[src/rtl/vliw_issue_scoreboard_pkg.sv]
// Shared definitions for the VLIW issue scoreboard: opcode classes,
// operand-usage helpers and the controller state encoding.
package vliw_issue_scoreboard_pkg;

  localparam int NSLOT = 3;

  localparam logic [3:0] OP_NOP    = 4'h0;
  localparam logic [3:0] OP_LOAD   = 4'h4;
  localparam logic [3:0] OP_UNARY0 = 4'h5;
  localparam logic [3:0] OP_UNARY1 = 4'h6;
  localparam logic [3:0] OP_UNARY2 = 4'hB;

  typedef enum logic {
    ST_EMPTY = 1'b0,
    ST_HELD  = 1'b1
  } state_t;

  // Every real opcode except load reads src1.
  function automatic logic uses_src1(input logic [3:0] op);
    return (op != OP_NOP) && (op != OP_LOAD);
  endfunction

  // Unary opcodes read only src1; everything else that reads src1 reads src2.
  function automatic logic uses_src2(input logic [3:0] op);
    return uses_src1(op) && (op != OP_UNARY0) && (op != OP_UNARY1) && (op != OP_UNARY2);
  endfunction

  // Every non-NOP opcode produces a register result.
  function automatic logic writes_dest(input logic [3:0] op);
    return op != OP_NOP;
  endfunction

endpackage

[src/rtl/vliw_issue_scoreboard_if.sv]
// Fetch / writeback / register-stage bundle between the issue controller
// and its neighbours. master = environment side, slave = controller side.
interface vliw_issue_scoreboard_if #(
  parameter int NREG   = 16,
  parameter int SCNT_W = 16
);
  logic              flush;
  logic              bnd_valid;
  logic              bnd_ready;
  logic [3:0]        f2s_instpipe1, f2s_instpipe2, f2s_instpipe3;
  logic [3:0]        f2s_src1pipe1, f2s_src1pipe2, f2s_src1pipe3;
  logic [3:0]        f2s_src2pipe1, f2s_src2pipe2, f2s_src2pipe3;
  logic [3:0]        f2s_destpipe1, f2s_destpipe2, f2s_destpipe3;
  logic              w2r_wrpipe1, w2r_wrpipe2, w2r_wrpipe3;
  logic [3:0]        w2re_destpipe1, w2re_destpipe2, w2re_destpipe3;
  logic              iss_validpipe1, iss_validpipe2, iss_validpipe3;
  logic [3:0]        iss_instpipe1, iss_instpipe2, iss_instpipe3;
  logic [3:0]        iss_src1pipe1, iss_src1pipe2, iss_src1pipe3;
  logic [3:0]        iss_src2pipe1, iss_src2pipe2, iss_src2pipe3;
  logic [NREG-1:0]   pending;
  logic [SCNT_W-1:0] stall_count;

  modport master (
    output flush, bnd_valid,
    output f2s_instpipe1, f2s_instpipe2, f2s_instpipe3,
    output f2s_src1pipe1, f2s_src1pipe2, f2s_src1pipe3,
    output f2s_src2pipe1, f2s_src2pipe2, f2s_src2pipe3,
    output f2s_destpipe1, f2s_destpipe2, f2s_destpipe3,
    output w2r_wrpipe1, w2r_wrpipe2, w2r_wrpipe3,
    output w2re_destpipe1, w2re_destpipe2, w2re_destpipe3,
    input  bnd_ready,
    input  iss_validpipe1, iss_validpipe2, iss_validpipe3,
    input  iss_instpipe1, iss_instpipe2, iss_instpipe3,
    input  iss_src1pipe1, iss_src1pipe2, iss_src1pipe3,
    input  iss_src2pipe1, iss_src2pipe2, iss_src2pipe3,
    input  pending, stall_count
  );

  modport slave (
    input  flush, bnd_valid,
    input  f2s_instpipe1, f2s_instpipe2, f2s_instpipe3,
    input  f2s_src1pipe1, f2s_src1pipe2, f2s_src1pipe3,
    input  f2s_src2pipe1, f2s_src2pipe2, f2s_src2pipe3,
    input  f2s_destpipe1, f2s_destpipe2, f2s_destpipe3,
    input  w2r_wrpipe1, w2r_wrpipe2, w2r_wrpipe3,
    input  w2re_destpipe1, w2re_destpipe2, w2re_destpipe3,
    output bnd_ready,
    output iss_validpipe1, iss_validpipe2, iss_validpipe3,
    output iss_instpipe1, iss_instpipe2, iss_instpipe3,
    output iss_src1pipe1, iss_src1pipe2, iss_src1pipe3,
    output iss_src2pipe1, iss_src2pipe2, iss_src2pipe3,
    output pending, stall_count
  );
endinterface

[src/rtl/vliw_issue_scoreboard_scoreboard_bits.sv]
// Pending-write bit vector: three set ports (issued writers) and three
// clear ports (writebacks). A set and a clear to the same bit in one
// cycle leaves the bit set, since the new writer is still in flight.
module scoreboard_bits #(
  parameter int NREG  = 16,
  parameter int IDX_W = $clog2(NREG)
) (
  input  logic                  clock,
  input  logic                  reset,
  input  logic [3:1]            set_en,
  input  logic [3:1][IDX_W-1:0] set_idx,
  input  logic [3:1]            clr_en,
  input  logic [3:1][IDX_W-1:0] clr_idx,
  output logic [NREG-1:0]       pending
);

  logic [NREG-1:0] pending_reg;
  logic [NREG-1:0] pending_next;

  genvar gi, gj;
  generate
    for (gi = 0; gi < NREG; gi++) begin : g_bit
      logic [3:1] set_match;
      logic [3:1] clr_match;
      for (gj = 1; gj <= 3; gj++) begin : g_port
        assign set_match[gj] = set_en[gj] && (set_idx[gj] == IDX_W'(gi));
        assign clr_match[gj] = clr_en[gj] && (clr_idx[gj] == IDX_W'(gi));
      end
      assign pending_next[gi] = (|set_match) | (pending_reg[gi] & ~(|clr_match));
    end
  endgenerate

  // Scoreboard state register.
  always_ff @(posedge clock or posedge reset) begin
    if (reset) pending_reg <= '0;
    else       pending_reg <= pending_next;
  end

  assign pending = pending_reg;

endmodule

[src/rtl/vliw_issue_scoreboard.sv]
// Issue controller for the 3-slot VLIW register-read stage. Holds one
// bundle, releases the longest hazard-free in-order prefix of its
// remaining slots each cycle, and tracks in-flight writes.
module vliw_issue_scoreboard
  import vliw_issue_scoreboard_pkg::*;
#(
  parameter int NREG   = 16,
  parameter int SCNT_W = 16
) (
  input  logic                   clock,
  input  logic                   reset,
  vliw_issue_scoreboard_if.slave bus
);

  // Slot-indexed views of the fetch and writeback buses.
  logic [3:0]      f_inst [1:3];
  logic [3:0]      f_src1 [1:3];
  logic [3:0]      f_src2 [1:3];
  logic [3:0]      f_dest [1:3];
  logic [3:1]      wb_en;
  logic [3:1][3:0] wb_idx;

  assign f_inst[1] = bus.f2s_instpipe1;
  assign f_inst[2] = bus.f2s_instpipe2;
  assign f_inst[3] = bus.f2s_instpipe3;
  assign f_src1[1] = bus.f2s_src1pipe1;
  assign f_src1[2] = bus.f2s_src1pipe2;
  assign f_src1[3] = bus.f2s_src1pipe3;
  assign f_src2[1] = bus.f2s_src2pipe1;
  assign f_src2[2] = bus.f2s_src2pipe2;
  assign f_src2[3] = bus.f2s_src2pipe3;
  assign f_dest[1] = bus.f2s_destpipe1;
  assign f_dest[2] = bus.f2s_destpipe2;
  assign f_dest[3] = bus.f2s_destpipe3;
  assign wb_en     = {bus.w2r_wrpipe3, bus.w2r_wrpipe2, bus.w2r_wrpipe1};
  assign wb_idx    = {bus.w2re_destpipe3, bus.w2re_destpipe2, bus.w2re_destpipe1};

  state_t            state_reg;
  logic [3:1]        rem_reg;
  logic [3:1]        rem_next;
  logic [3:0]        h_inst_reg [1:3];
  logic [3:0]        h_src1_reg [1:3];
  logic [3:0]        h_src2_reg [1:3];
  logic [3:0]        h_dest_reg [1:3];
  logic [3:1]        iss_valid_reg;
  logic [3:0]        iss_inst_reg [1:3];
  logic [3:0]        iss_src1_reg [1:3];
  logic [3:0]        iss_src2_reg [1:3];
  logic [SCNT_W-1:0] stall_reg;

  logic [NREG-1:0]   pending;
  logic [3:1]        haz;
  logic [3:1]        waw;
  logic [3:1]        rel;
  logic [3:1]        nonnop;
  logic [3:1]        set_en;
  logic [3:1][3:0]   set_idx;
  logic              accept;
  logic              stall_inc;

  genvar gi;
  generate
    for (gi = 1; gi <= NSLOT; gi++) begin : g_slot
      logic waw_hit;
      // Same destination as any lower slot still waiting in this bundle.
      always_comb begin
        waw_hit = 1'b0;
        for (int m = 1; m < gi; m++) begin
          if (rem_reg[m] && (h_dest_reg[m] == h_dest_reg[gi])) waw_hit = 1'b1;
        end
      end
      assign waw[gi]     = waw_hit;
      assign haz[gi]     = (uses_src1(h_inst_reg[gi]) && pending[h_src1_reg[gi]]) ||
                           (uses_src2(h_inst_reg[gi]) && pending[h_src2_reg[gi]]) ||
                           (writes_dest(h_inst_reg[gi]) && pending[h_dest_reg[gi]]);
      assign nonnop[gi]  = (f_inst[gi] != OP_NOP);
      assign set_en[gi]  = rel[gi] && writes_dest(h_inst_reg[gi]);
      assign set_idx[gi] = h_dest_reg[gi];
    end
  endgenerate

  // In-order release: the first blocked remaining slot stops all higher slots.
  always_comb begin
    logic blocked;
    rel     = '0;
    blocked = 1'b0;
    for (int n = 1; n <= NSLOT; n++) begin
      if (rem_reg[n]) begin
        if (!blocked && !haz[n] && !waw[n] && !bus.flush) rel[n] = 1'b1;
        else                                               blocked = 1'b1;
      end
    end
  end

  assign rem_next  = rem_reg & ~rel;
  assign accept    = bus.bnd_valid && (state_reg == ST_EMPTY) && !bus.flush;
  assign stall_inc = (state_reg == ST_HELD) && !bus.flush && (rel == '0) && (stall_reg != '1);

  // Controller FSM: bundle capture, remaining mask, registered issue outputs, stall counter.
  always_ff @(posedge clock or posedge reset) begin
    if (reset) begin
      state_reg     <= ST_EMPTY;
      rem_reg       <= '0;
      iss_valid_reg <= '0;
      stall_reg     <= '0;
      for (int n = 1; n <= NSLOT; n++) begin
        h_inst_reg[n]   <= '0;
        h_src1_reg[n]   <= '0;
        h_src2_reg[n]   <= '0;
        h_dest_reg[n]   <= '0;
        iss_inst_reg[n] <= '0;
        iss_src1_reg[n] <= '0;
        iss_src2_reg[n] <= '0;
      end
    end else begin
      iss_valid_reg <= rel;
      for (int n = 1; n <= NSLOT; n++) begin
        iss_inst_reg[n] <= rel[n] ? h_inst_reg[n] : OP_NOP;
        iss_src1_reg[n] <= rel[n] ? h_src1_reg[n] : 4'h0;
        iss_src2_reg[n] <= rel[n] ? h_src2_reg[n] : 4'h0;
      end
      if (bus.flush) begin
        rem_reg   <= '0;
        state_reg <= ST_EMPTY;
      end else if (accept) begin
        for (int n = 1; n <= NSLOT; n++) begin
          h_inst_reg[n] <= f_inst[n];
          h_src1_reg[n] <= f_src1[n];
          h_src2_reg[n] <= f_src2[n];
          h_dest_reg[n] <= f_dest[n];
        end
        rem_reg   <= nonnop;
        state_reg <= (nonnop != '0) ? ST_HELD : ST_EMPTY;
      end else if (state_reg == ST_HELD) begin
        rem_reg   <= rem_next;
        state_reg <= (rem_next == '0) ? ST_EMPTY : ST_HELD;
      end
      if (stall_inc) stall_reg <= stall_reg + SCNT_W'(1);
    end
  end

  scoreboard_bits #(.NREG(NREG), .IDX_W(4)) u_scoreboard_bits (
    .clock   (clock),
    .reset   (reset),
    .set_en  (set_en),
    .set_idx (set_idx),
    .clr_en  (wb_en),
    .clr_idx (wb_idx),
    .pending (pending)
  );

  assign bus.bnd_ready      = (state_reg == ST_EMPTY) | bus.flush;
  assign bus.pending        = pending;
  assign bus.stall_count    = stall_reg;
  assign bus.iss_validpipe1 = iss_valid_reg[1];
  assign bus.iss_validpipe2 = iss_valid_reg[2];
  assign bus.iss_validpipe3 = iss_valid_reg[3];
  assign bus.iss_instpipe1  = iss_inst_reg[1];
  assign bus.iss_instpipe2  = iss_inst_reg[2];
  assign bus.iss_instpipe3  = iss_inst_reg[3];
  assign bus.iss_src1pipe1  = iss_src1_reg[1];
  assign bus.iss_src1pipe2  = iss_src1_reg[2];
  assign bus.iss_src1pipe3  = iss_src1_reg[3];
  assign bus.iss_src2pipe1  = iss_src2_reg[1];
  assign bus.iss_src2pipe2  = iss_src2_reg[2];
  assign bus.iss_src2pipe3  = iss_src2_reg[3];

endmodule

[src/flat_wrapper.sv]
// flat-port wrapper written by rule: the top's interface ports become plain ports
module vliw_issue_scoreboard_flat import vliw_issue_scoreboard_pkg::*;
#(
  parameter int NREG   = 16,
  parameter int SCNT_W = 16
)
  (clock, reset, bus_flush, bus_bnd_valid, bus_f2s_instpipe1, bus_f2s_instpipe2, bus_f2s_instpipe3, bus_f2s_src1pipe1, bus_f2s_src1pipe2, bus_f2s_src1pipe3, bus_f2s_src2pipe1, bus_f2s_src2pipe2, bus_f2s_src2pipe3, bus_f2s_destpipe1, bus_f2s_destpipe2, bus_f2s_destpipe3, bus_w2r_wrpipe1, bus_w2r_wrpipe2, bus_w2r_wrpipe3, bus_w2re_destpipe1, bus_w2re_destpipe2, bus_w2re_destpipe3, bus_bnd_ready, bus_iss_validpipe1, bus_iss_validpipe2, bus_iss_validpipe3, bus_iss_instpipe1, bus_iss_instpipe2, bus_iss_instpipe3, bus_iss_src1pipe1, bus_iss_src1pipe2, bus_iss_src1pipe3, bus_iss_src2pipe1, bus_iss_src2pipe2, bus_iss_src2pipe3, bus_pending, bus_stall_count);
  vliw_issue_scoreboard_if #(.NREG(NREG), .SCNT_W(SCNT_W)) bus_i ();
  input  logic clock;
  input  logic reset;
  input wire logic [$bits(bus_i.flush)-1:0] bus_flush;
  input wire logic [$bits(bus_i.bnd_valid)-1:0] bus_bnd_valid;
  input wire logic [$bits(bus_i.f2s_instpipe1)-1:0] bus_f2s_instpipe1;
  input wire logic [$bits(bus_i.f2s_instpipe2)-1:0] bus_f2s_instpipe2;
  input wire logic [$bits(bus_i.f2s_instpipe3)-1:0] bus_f2s_instpipe3;
  input wire logic [$bits(bus_i.f2s_src1pipe1)-1:0] bus_f2s_src1pipe1;
  input wire logic [$bits(bus_i.f2s_src1pipe2)-1:0] bus_f2s_src1pipe2;
  input wire logic [$bits(bus_i.f2s_src1pipe3)-1:0] bus_f2s_src1pipe3;
  input wire logic [$bits(bus_i.f2s_src2pipe1)-1:0] bus_f2s_src2pipe1;
  input wire logic [$bits(bus_i.f2s_src2pipe2)-1:0] bus_f2s_src2pipe2;
  input wire logic [$bits(bus_i.f2s_src2pipe3)-1:0] bus_f2s_src2pipe3;
  input wire logic [$bits(bus_i.f2s_destpipe1)-1:0] bus_f2s_destpipe1;
  input wire logic [$bits(bus_i.f2s_destpipe2)-1:0] bus_f2s_destpipe2;
  input wire logic [$bits(bus_i.f2s_destpipe3)-1:0] bus_f2s_destpipe3;
  input wire logic [$bits(bus_i.w2r_wrpipe1)-1:0] bus_w2r_wrpipe1;
  input wire logic [$bits(bus_i.w2r_wrpipe2)-1:0] bus_w2r_wrpipe2;
  input wire logic [$bits(bus_i.w2r_wrpipe3)-1:0] bus_w2r_wrpipe3;
  input wire logic [$bits(bus_i.w2re_destpipe1)-1:0] bus_w2re_destpipe1;
  input wire logic [$bits(bus_i.w2re_destpipe2)-1:0] bus_w2re_destpipe2;
  input wire logic [$bits(bus_i.w2re_destpipe3)-1:0] bus_w2re_destpipe3;
  output wire logic [$bits(bus_i.bnd_ready)-1:0] bus_bnd_ready;
  output wire logic [$bits(bus_i.iss_validpipe1)-1:0] bus_iss_validpipe1;
  output wire logic [$bits(bus_i.iss_validpipe2)-1:0] bus_iss_validpipe2;
  output wire logic [$bits(bus_i.iss_validpipe3)-1:0] bus_iss_validpipe3;
  output wire logic [$bits(bus_i.iss_instpipe1)-1:0] bus_iss_instpipe1;
  output wire logic [$bits(bus_i.iss_instpipe2)-1:0] bus_iss_instpipe2;
  output wire logic [$bits(bus_i.iss_instpipe3)-1:0] bus_iss_instpipe3;
  output wire logic [$bits(bus_i.iss_src1pipe1)-1:0] bus_iss_src1pipe1;
  output wire logic [$bits(bus_i.iss_src1pipe2)-1:0] bus_iss_src1pipe2;
  output wire logic [$bits(bus_i.iss_src1pipe3)-1:0] bus_iss_src1pipe3;
  output wire logic [$bits(bus_i.iss_src2pipe1)-1:0] bus_iss_src2pipe1;
  output wire logic [$bits(bus_i.iss_src2pipe2)-1:0] bus_iss_src2pipe2;
  output wire logic [$bits(bus_i.iss_src2pipe3)-1:0] bus_iss_src2pipe3;
  output wire logic [$bits(bus_i.pending)-1:0] bus_pending;
  output wire logic [$bits(bus_i.stall_count)-1:0] bus_stall_count;
  assign bus_i.flush = bus_flush;
  assign bus_i.bnd_valid = bus_bnd_valid;
  assign bus_i.f2s_instpipe1 = bus_f2s_instpipe1;
  assign bus_i.f2s_instpipe2 = bus_f2s_instpipe2;
  assign bus_i.f2s_instpipe3 = bus_f2s_instpipe3;
  assign bus_i.f2s_src1pipe1 = bus_f2s_src1pipe1;
  assign bus_i.f2s_src1pipe2 = bus_f2s_src1pipe2;
  assign bus_i.f2s_src1pipe3 = bus_f2s_src1pipe3;
  assign bus_i.f2s_src2pipe1 = bus_f2s_src2pipe1;
  assign bus_i.f2s_src2pipe2 = bus_f2s_src2pipe2;
  assign bus_i.f2s_src2pipe3 = bus_f2s_src2pipe3;
  assign bus_i.f2s_destpipe1 = bus_f2s_destpipe1;
  assign bus_i.f2s_destpipe2 = bus_f2s_destpipe2;
  assign bus_i.f2s_destpipe3 = bus_f2s_destpipe3;
  assign bus_i.w2r_wrpipe1 = bus_w2r_wrpipe1;
  assign bus_i.w2r_wrpipe2 = bus_w2r_wrpipe2;
  assign bus_i.w2r_wrpipe3 = bus_w2r_wrpipe3;
  assign bus_i.w2re_destpipe1 = bus_w2re_destpipe1;
  assign bus_i.w2re_destpipe2 = bus_w2re_destpipe2;
  assign bus_i.w2re_destpipe3 = bus_w2re_destpipe3;
  assign bus_bnd_ready = bus_i.bnd_ready;
  assign bus_iss_validpipe1 = bus_i.iss_validpipe1;
  assign bus_iss_validpipe2 = bus_i.iss_validpipe2;
  assign bus_iss_validpipe3 = bus_i.iss_validpipe3;
  assign bus_iss_instpipe1 = bus_i.iss_instpipe1;
  assign bus_iss_instpipe2 = bus_i.iss_instpipe2;
  assign bus_iss_instpipe3 = bus_i.iss_instpipe3;
  assign bus_iss_src1pipe1 = bus_i.iss_src1pipe1;
  assign bus_iss_src1pipe2 = bus_i.iss_src1pipe2;
  assign bus_iss_src1pipe3 = bus_i.iss_src1pipe3;
  assign bus_iss_src2pipe1 = bus_i.iss_src2pipe1;
  assign bus_iss_src2pipe2 = bus_i.iss_src2pipe2;
  assign bus_iss_src2pipe3 = bus_i.iss_src2pipe3;
  assign bus_pending = bus_i.pending;
  assign bus_stall_count = bus_i.stall_count;
  vliw_issue_scoreboard #(.NREG(NREG), .SCNT_W(SCNT_W)) u_core (.clock(clock), .reset(reset), .bus(bus_i));
endmodule
[config.mk]
export PLATFORM = sky130hd
export DESIGN_NAME = vliw_issue_scoreboard_flat
export DESIGN_NICKNAME = d
export VERILOG_FILES = /design/src/rtl/vliw_issue_scoreboard_pkg.sv /design/src/rtl/vliw_issue_scoreboard_if.sv /design/src/rtl/vliw_issue_scoreboard_scoreboard_bits.sv /design/src/rtl/vliw_issue_scoreboard.sv /design/src/flat_wrapper.sv
export SDC_FILE = /design/constraint.sdc
export NUM_CORES = 1
export LEC_CHECK = 0
export ABC_AREA = 1
export CORE_UTILIZATION = 35
export CTS_BUF_LIST = sky130_fd_sc_hd__clkbuf_16
export DETAILED_ROUTE_END_ITERATION = 10
export SLEW_MARGIN = 20
export SYNTH_ARGS = -nofsm -noshare
export SYNTH_HDL_FRONTEND = slang
export SYNTH_HIERARCHICAL = 1
export SYNTH_SLANG_ARGS = --single-unit
[constraint.sdc]
create_clock -name clock -period 4.2 [get_ports clock]
set_input_delay 0.42 -clock clock [delete_from_list [all_inputs] [get_ports clock]]
set_output_delay 0.42 -clock clock [all_outputs]
set_load 0.01 [all_outputs]
==> results of run 1 <==
per-layer routing:
layer / vias up / GRT usage
met5: - / 0
met4: 0 / 0.0889
met3: 50 / 0.0497
met2: 357 / 0.349
met1: 3568 / 0.323
li1: 3883 / -
critical path, cell delays in order, from the launching register on:
cell	delay, ps
sky130_fd_sc_hd__dfrtp_1	680
sky130_fd_sc_hd__inv_2	230
sky130_fd_sc_hd__o22ai_1	200
sky130_fd_sc_hd__nor4_1	90
sky130_fd_sc_hd__nor2_1	220
sky130_fd_sc_hd__nand2_1	130
sky130_fd_sc_hd__nor2_4	160
sky130_fd_sc_hd__inv_2	50
sky130_fd_sc_hd__nor2_4	120
sky130_fd_sc_hd__nand2_4	260
sky130_fd_sc_hd__a21oi_1	620
sky130_fd_sc_hd__nand2_1	140
sky130_fd_sc_hd__nor2_2	140
sky130_fd_sc_hd__inv_1	70
sky130_fd_sc_hd__nor2_1	90
sky130_fd_sc_hd__nor2_1	60
sky130_fd_sc_hd__nand2_1	50
synth_stat cells, types with 2 or more instances:
cell	instances	share of area
sky130_fd_sc_hd__nand2_1	323	0.16
sky130_fd_sc_hd__nor2_1	161	0.078
sky130_fd_sc_hd__nand3_1	154	0.10
sky130_fd_sc_hd__inv_1	134	0.065
sky130_fd_sc_hd__dfrtp_1	123	0.40
sky130_fd_sc_hd__o21ai_0	73	0.047
sky130_fd_sc_hd__a21oi_1	32	0.021
sky130_fd_sc_hd__nand2_2	16	0.013
sky130_fd_sc_hd__buf_4	10	0.0097
sky130_fd_sc_hd__clkbuf_1	9	0.0044
sky130_fd_sc_hd__nor3_1	9	0.0058
sky130_fd_sc_hd__xor2_1	9	0.010
sky130_fd_sc_hd__a21boi_0	8	0.0078
sky130_fd_sc_hd__inv_2	8	0.0039
sky130_fd_sc_hd__nor2_2	7	0.0057
sky130_fd_sc_hd__xnor2_1	6	0.0068
sky130_fd_sc_hd__buf_6	5	0.0073
sky130_fd_sc_hd__a31oi_1	4	0.0032
sky130_fd_sc_hd__buf_1	4	0.0019
sky130_fd_sc_hd__buf_2	4	0.0026
sky130_fd_sc_hd__nor4_1	4	0.0032
sky130_fd_sc_hd__o211ai_1	4	0.0039
sky130_fd_sc_hd__o21ai_1	4	0.0026
sky130_fd_sc_hd__o22ai_1	4	0.0032
sky130_fd_sc_hd__inv_4	3	0.0024
sky130_fd_sc_hd__nand2_4	3	0.0044
sky130_fd_sc_hd__nand4_1	3	0.0024
sky130_fd_sc_hd__nor2_4	2	0.0029
sky130_fd_sc_hd__nor3_2	2	0.0026
sky130_fd_sc_hd__o21ai_2	2	0.0023
area by class of cell:
class | count | area share
multi-input combinational | 841 | 0.393
sequential | 123 | 0.312
timing repair buffer | 142 | 0.145
inverter | 146 | 0.0572
clock buffer | 17 | 0.0432
tap | 275 | 0.0349
clock inverter | 14 | 0.0149
power groups by stage:
stage	Sequential [W]	Combinational [W]	Clock (W)
global route	0.00171	0.00171	0.00151
CTS	0.00167	0.00151	0.00146
finish	0.00168	0.00153	0.00144
detailed placement	0.00169	0.00150	0
global placement	0.00169	0.00151	0
floorplan	0.00157	0.00105	0
cell families after synthesis:
family	Yosys count
AND/OR/NAND/NOR	690
AO/OA/AOI/OAI	135
adder cells (fa/ha/maj)	1
buffers and inverters	179
flip-flops	123
XOR/XNOR	15
per-stage QoR:
step / utilization / cell area, µm² / total power [W] / instances / hold slack (ps)
global placement: 0.435 / 9280 / 0.00320 / 1527 / 519
finish: 0.461 / 9850 / 0.00465 / 1558 / 474
floorplan: - / 7720 / 0.00263 / 1143 / 334
detailed placement: 0.435 / 9280 / 0.00319 / 1527 / 521
global route: 0.461 / 9850 / 0.00493 / 1558 / 521
CTS: 0.461 / 9850 / 0.00465 / 1558 / 479
worst max-delay path by stage:
| stage | start | to | slack, ps | cells after the start |
|---|---|---|---|---|
| 6_report | u_core/h_dest_reg[8] | u_core/u_scoreboard_bits/pending[10] | 810 | 16 |
| 4_1_cts | u_core/h_dest_reg[8] | u_core/u_scoreboard_bits/pending[10] | 930 | 16 |
| 2_1_floorplan | reset | u_core/bus.iss_instpipe1[0] | 960 | 1 |
| 3_5_place_dp | bus_flush | u_core/u_scoreboard_bits/pending[10] | 870 | 16 |
| 5_1_grt | u_core/h_dest_reg[0] | u_core/u_scoreboard_bits/pending[11] | 570 | 16 |
| 3_3_place_gp | bus_flush | u_core/u_scoreboard_bits/pending[11] | 920 | 16 |
==> out/metrics.json, run 1 <==
{
  "synth-simple-area-share": 0.386,
  "cts_setup_buffers": 0,
  "count_of_unique_library_cells_instantiated_by_yosys": 43,
  "post-dp-hpwl_um": 18600,
  "quantity_of_hold_fixing_buffers_added_after_cts": 0,
  "grt_pass1_vias": 7474,
  "synth_warnings": 6,
  "ant_nets": 0,
  "maxCapViolCount": 0,
  "highest_fanout_seen_on_the_critical_path": 31,
  "pwr-share-comb": 0.329,
  "rr_startpoint": "u_core/h_dest_reg[8]",
  "max-vdd-ir-drop_uv": 256,
  "syn-cell-area_mm2": 0.00772,
  "power_switching_w": 0.00185,
  "predominant_post_synthesis_flop_cell": "sky130_fd_sc_hd__dfrtp_1",
  "route.detailed.vias_per_inst": 5.04,
  "grt_pass1_wl_um": 40000,
  "totalWireLength_um": 25300,
  "final_min_period_over_clock_period": 0.808,
  "grt_util_all_layers": 0.232,
  "final_layout_size_suffix_gt1_frac": 0.0670,
  "postSynthRegisterBits": 123,
  "worst_endpoint_required_time_ps": 4550,
  "setup.worst_path.class": "reg -> reg",
  "die_y_extent_um": 151,
  "weighted_congestion_at_the_end_of_routability_driven_global_placement": 0.891,
  "cts.htree.levels": 4,
  "synthesized_instance_count": 1143,
  "post-route-worst-setup-slack_ps": 807,
  "die-area_mm2": 0.0227,
  "outcome": "completed",
  "multiInputGateArea_mm2": 0.00387,
  "die_width_um": 151,
  "ctsLongestPathBuffers": 2,
  "p_seq_frac": 0.362,
  "drt_first_pass_iters": 6,
  "setup_violations": 0,
  "met1_wirelength_um": 11600,
  "synth.area.mux_share": 0,
  "regArea_mm2": 0.00308,
  "pin_count": 139,
  "grt_antenna_before_repair": 0,
  "fin_setup_tns_ps": 0,
  "cts_root_buffer": "sky130_fd_sc_hd__clkbuf_16",
  "cts_inserted_buffers": 17,
  "endpoint_kind": "flop",
  "p_clk_frac": 0.309,
  "initial_core_utilization": 0.362,
  "detailroute.via_count": 7858,
  "yosys.area_share.adder": 0.00162,
  "grt-ovfl-total": 0,
  "xor_and_xnor_area_share_after_synthesis": 0.0170,
  "synth_enable_flop_cells": 0,
  "insertion_delay_ps": 420,
  "design.core.area_mm2": 0.0214,
  "clkSinkCount": 123,
  "maxSlewViolCount": 0,
  "worst-slew-pin-transition_ps": 872,
  "min_clock_period_post_route_ps": 3390,
  "place_worst_setup_slack_ps": 871,
  "maximum_clock_skew_at_final_layout_ps": 7.87,
  "timing_hold_violations_final": 0,
  "r2r.worst_path.cells": 16,
  "seq_area_frac_synth": 0.399,
  "p_sw_frac": 0.399,
  "num-fill-cells": 2235,
  "total_leakage_power_nw": 4.73,
  "rr_endpoint": "u_core/u_scoreboard_bits/pending[10]",
  "highest_layer": "met4",
  "layout.cells.most_common_list": "sky130_fd_sc_hd__nand2_1 (323), sky130_fd_sc_hd__nor2_1 (160), sky130_fd_sc_hd__nand3_1 (154), sky130_fd_sc_hd__clkdlybuf4s50_1 (138), sky130_fd_sc_hd__inv_1 (133)",
  "path_type_of_the_worst_min_delay_path": "in -> async",
  "net_count_after_synthesis": 1211,
  "internal_power_w": 0.00280,
  "core.rowCount": 53,
  "clkSlewWorstSetupHoldPaths_ps": 60,
  "grt_max_degree": 81,
  "cts_repair_resize_count": 0,
  "power_density_mw_per_mm2": 472,
  "cts_tree": "built",
  "final_common_cell": "sky130_fd_sc_hd__nand2_1",
  "achievable-frequency_ghz": 0.295,
  "detail_route.iter0.violations": 706,
  "route.met3.wl_um": 2050,
  "flow.area_growth_from_synthesis_pct": 27.6,
  "rsz0062_at_grt": "no",
  "wl_met2_um": 11000,
  "synth_compound_gate_area_share": 0.0959,
  "drc": 0,
  "antennaDiodeCount": 0,
  "setup.reg_to_reg.worst_slack_ps": 810,
  "wl_per_cell_um": 16.2,
  "timing.critical_path.arrival_ps": 3750,
  "synth-async-reset-ratio": 1.00,
  "maxSlewHeadroom": 0.413,
  "cp-start-kind": "flop",
  "synth_top_family_by_area": "simple AND/OR/NAND/NOR gates",
  "finalNetCount": 1339,
  "buffer_ports.inserted": 138,
  "synth_area_per_cell_um2": 6.76
}
No activity file was read; power rests on OpenSTA's default activity.
==> run 2: changes to the inputs <==
- clock period: 4.2 -> 3.05 ns (I/O delays scaled with it)
==> run 2 against run 1 <==
Cell area increased by 1.6%. Via count increased by 0.41%. Critical path depth unchanged. Largest power group unchanged. Power increased by 39%. Die area unchanged. Final cell count increased by 1.2%. Utilization increased by 0.72 points. Clock power increased by 37%. Register-to-register slack got worse by 460 ps. Sequential share of layout area decreased by 0.48 points. Highest routed layer unchanged. Maximum frequency increased by 26%. Critical path type unchanged.
==> out/metrics.json, run 2 (synthesis gave the netlist of run 1 again) <==
{
  "outcome": "completed",
  "clkSlewWorstSetupHoldPaths_ps": 70,
  "maximum_clock_skew_at_final_layout_ps": 11.7,
  "clkSinkCount": 123,
  "grt_antenna_before_repair": 0,
  "timing_hold_violations_final": 0,
  "cp-start-kind": "flop",
  "p_sw_frac": 0.413,
  "quantity_of_hold_fixing_buffers_added_after_cts": 0,
  "highest_fanout_seen_on_the_critical_path": 30,
  "detailroute.via_count": 7890,
  "endpoint_kind": "flop",
  "total_leakage_power_nw": 4.82,
  "p_clk_frac": 0.305,
  "path_type_of_the_worst_min_delay_path": "in -> async",
  "max-vdd-ir-drop_uv": 378,
  "ctsLongestPathBuffers": 2,
  "final_layout_size_suffix_gt1_frac": 0.0822,
  "drt_first_pass_iters": 5,
  "rr_startpoint": "u_core/h_dest_reg[4]",
  "flow.area_growth_from_synthesis_pct": 29.6,
  "cp-startpoint": "u_core/h_dest_reg[4]",
  "place_worst_setup_slack_ps": 384,
  "min_clock_period_post_route_ps": 2700,
  "post_layout_nonfiller_instances": 1577,
  "cts_root_buffer": "sky130_fd_sc_hd__clkbuf_16",
  "detail_route.iter0.violations": 819,
  "design.core.area_mm2": 0.0214,
  "weighted_congestion_at_the_end_of_routability_driven_global_placement": 0.900,
  "cts_repair_resize_count": 0,
  "post-route-worst-setup-slack_ps": 351,
  "maxSlewViolCount": 0,
  "rr_endpoint": "u_core/bus.stall_count[10]",
  "maxCapViolCount": 0,
  "stdcell_area_mm2": 0.0100,
  "power_density_mw_per_mm2": 645,
  "final_min_period_over_clock_period": 0.885,
  "ant_nets": 0,
  "cts_tree": "built",
  "initial_core_utilization": 0.362,
  "antennaDiodeCount": 0,
  "finalNetCount": 1357,
  "cts.htree.levels": 4,
  "timing.critical_path.arrival_ps": 3010,
  "die_y_extent_um": 151,
  "final_common_cell": "sky130_fd_sc_hd__nand2_1",
  "placedCellCount": 1545,
  "cts_setup_buffers": 0,
  "worst-slew-pin-transition_ps": 792,
  "grt_max_degree": 65,
  "pwr-share-comb": 0.341,
  "route.detailed.vias_per_inst": 5.00,
  "wl_per_cell_um": 16.0,
  "buffer_ports.inserted": 138,
  "setup_violations": 0,
  "grt_pass1_wl_um": 39500,
  "post-dp-hpwl_um": 18700,
  "worst_endpoint_required_time_ps": 3370,
  "die-area_mm2": 0.0227,
  "die_width_um": 151,
  "grt-ovfl-total": 0,
  "internal_power_w": 0.00378,
  "achievable-frequency_ghz": 0.371,
  "pin_count": 139,
  "grt_pass1_vias": 7234,
  "totalWireLength_um": 25200,
  "cp-endpoint": "u_core/bus.stall_count[10]",
  "drc": 0,
  "setup.reg_to_reg.worst_slack_ps": 350,
  "cts_inserted_buffers": 17,
  "grt_util_all_layers": 0.230,
  "rsz0062_at_grt": "no",
  "fin_setup_tns_ps": 0,
  "p_seq_frac": 0.354,
  "maxSlewHeadroom": 0.467,
  "power_switching_w": 0.00267,
  "core.rowCount": 53,
  "insertion_delay_ps": 430,
  "r2r.worst_path.cells": 16,
  "setup.worst_path.class": "reg -> reg",
  "layout.cells.most_common_list": "sky130_fd_sc_hd__nand2_1 (323), sky130_fd_sc_hd__nor2_1 (160), sky130_fd_sc_hd__nand3_1 (154), sky130_fd_sc_hd__clkdlybuf4s50_1 (138), sky130_fd_sc_hd__inv_1 (133)",
  "dpl-instance-area_mm2": 0.00943
}
run 2: worst min path at each step:
stage,start,to,cells after the start
finish,reset,u_core/h_src2_reg[4],2
CTS,reset,u_core/h_src2_reg[4],2
floorplan,reset,u_core/u_scoreboard_bits/pending[0],1
global route,reset,u_core/h_src2_reg[4],2
detailed placement,u_core/bus.stall_count[1],u_core/bus.stall_count[1],2
global placement,u_core/bus.stall_count[1],u_core/bus.stall_count[1],2
run 2: power by group through the flow:
stage               clock network, W  logic (W)  registers, W
global route                 0.00208    0.00245       0.00233
finish                       0.00197    0.00220       0.00228
global placement                   0    0.00215       0.00230
CTS                          0.00200    0.00217       0.00227
floorplan                          0    0.00145       0.00217
detailed placement                 0    0.00216       0.00230
run 2: worst max-delay path, cell delays in order (launching register included):
cell	delay, ps
sky130_fd_sc_hd__dfrtp_1	710
sky130_fd_sc_hd__inv_2	210
sky130_fd_sc_hd__nand2_1	100
sky130_fd_sc_hd__nand3_1	60
sky130_fd_sc_hd__nand3_1	100
sky130_fd_sc_hd__nand2_1	90
sky130_fd_sc_hd__nand2_1	80
sky130_fd_sc_hd__nand3_2	60
sky130_fd_sc_hd__nand2_2	120
sky130_fd_sc_hd__nor2_8	50
sky130_fd_sc_hd__o21ai_2	190
sky130_fd_sc_hd__nor2_4	50
sky130_fd_sc_hd__nand2_4	50
sky130_fd_sc_hd__buf_4	360
sky130_fd_sc_hd__nand2_8	200
sky130_fd_sc_hd__nand2_2	100
sky130_fd_sc_hd__nand2_2	40
run 2: metal layers:
layer | part of all wire | GRT usage
met5 | 0 | 0
met3 | 0.069 | 0.0427
met4 | 0.021 | 0.0737
met2 | 0.44 | 0.342
met1 | 0.47 | 0.334
run 2: cell type report:
class	instances	area, µm²
fillers	2177	11300
multi-input cells	841	3870
flip-flops and latches	123	3080
repair buffers	160	1570
inverters	146	564
clock buffers	17	425
well taps	275	344
clock inverters	15	151
run 2: per-stage QoR:
| stage | utilization | hold WS, ps | total power, W |
|---|---|---|---|
| floorplan | - | 219 | 0.00362 |
| global placement | 0.442 | 520 | 0.00445 |
| finish | 0.469 | 290 | 0.00645 |
| CTS | 0.469 | 292 | 0.00645 |
| global route | 0.469 | 330 | 0.00685 |
| detailed placement | 0.442 | 518 | 0.00446 |
==> run 3: changes to the inputs <==
- ABC_CLOCK_PERIOD_IN_PS: default -> 3050
- SLEW_MARGIN: 20 -> 0
==> results of run 3 <==
No change in the layout: final DEF, timing and power equal those of run 2.
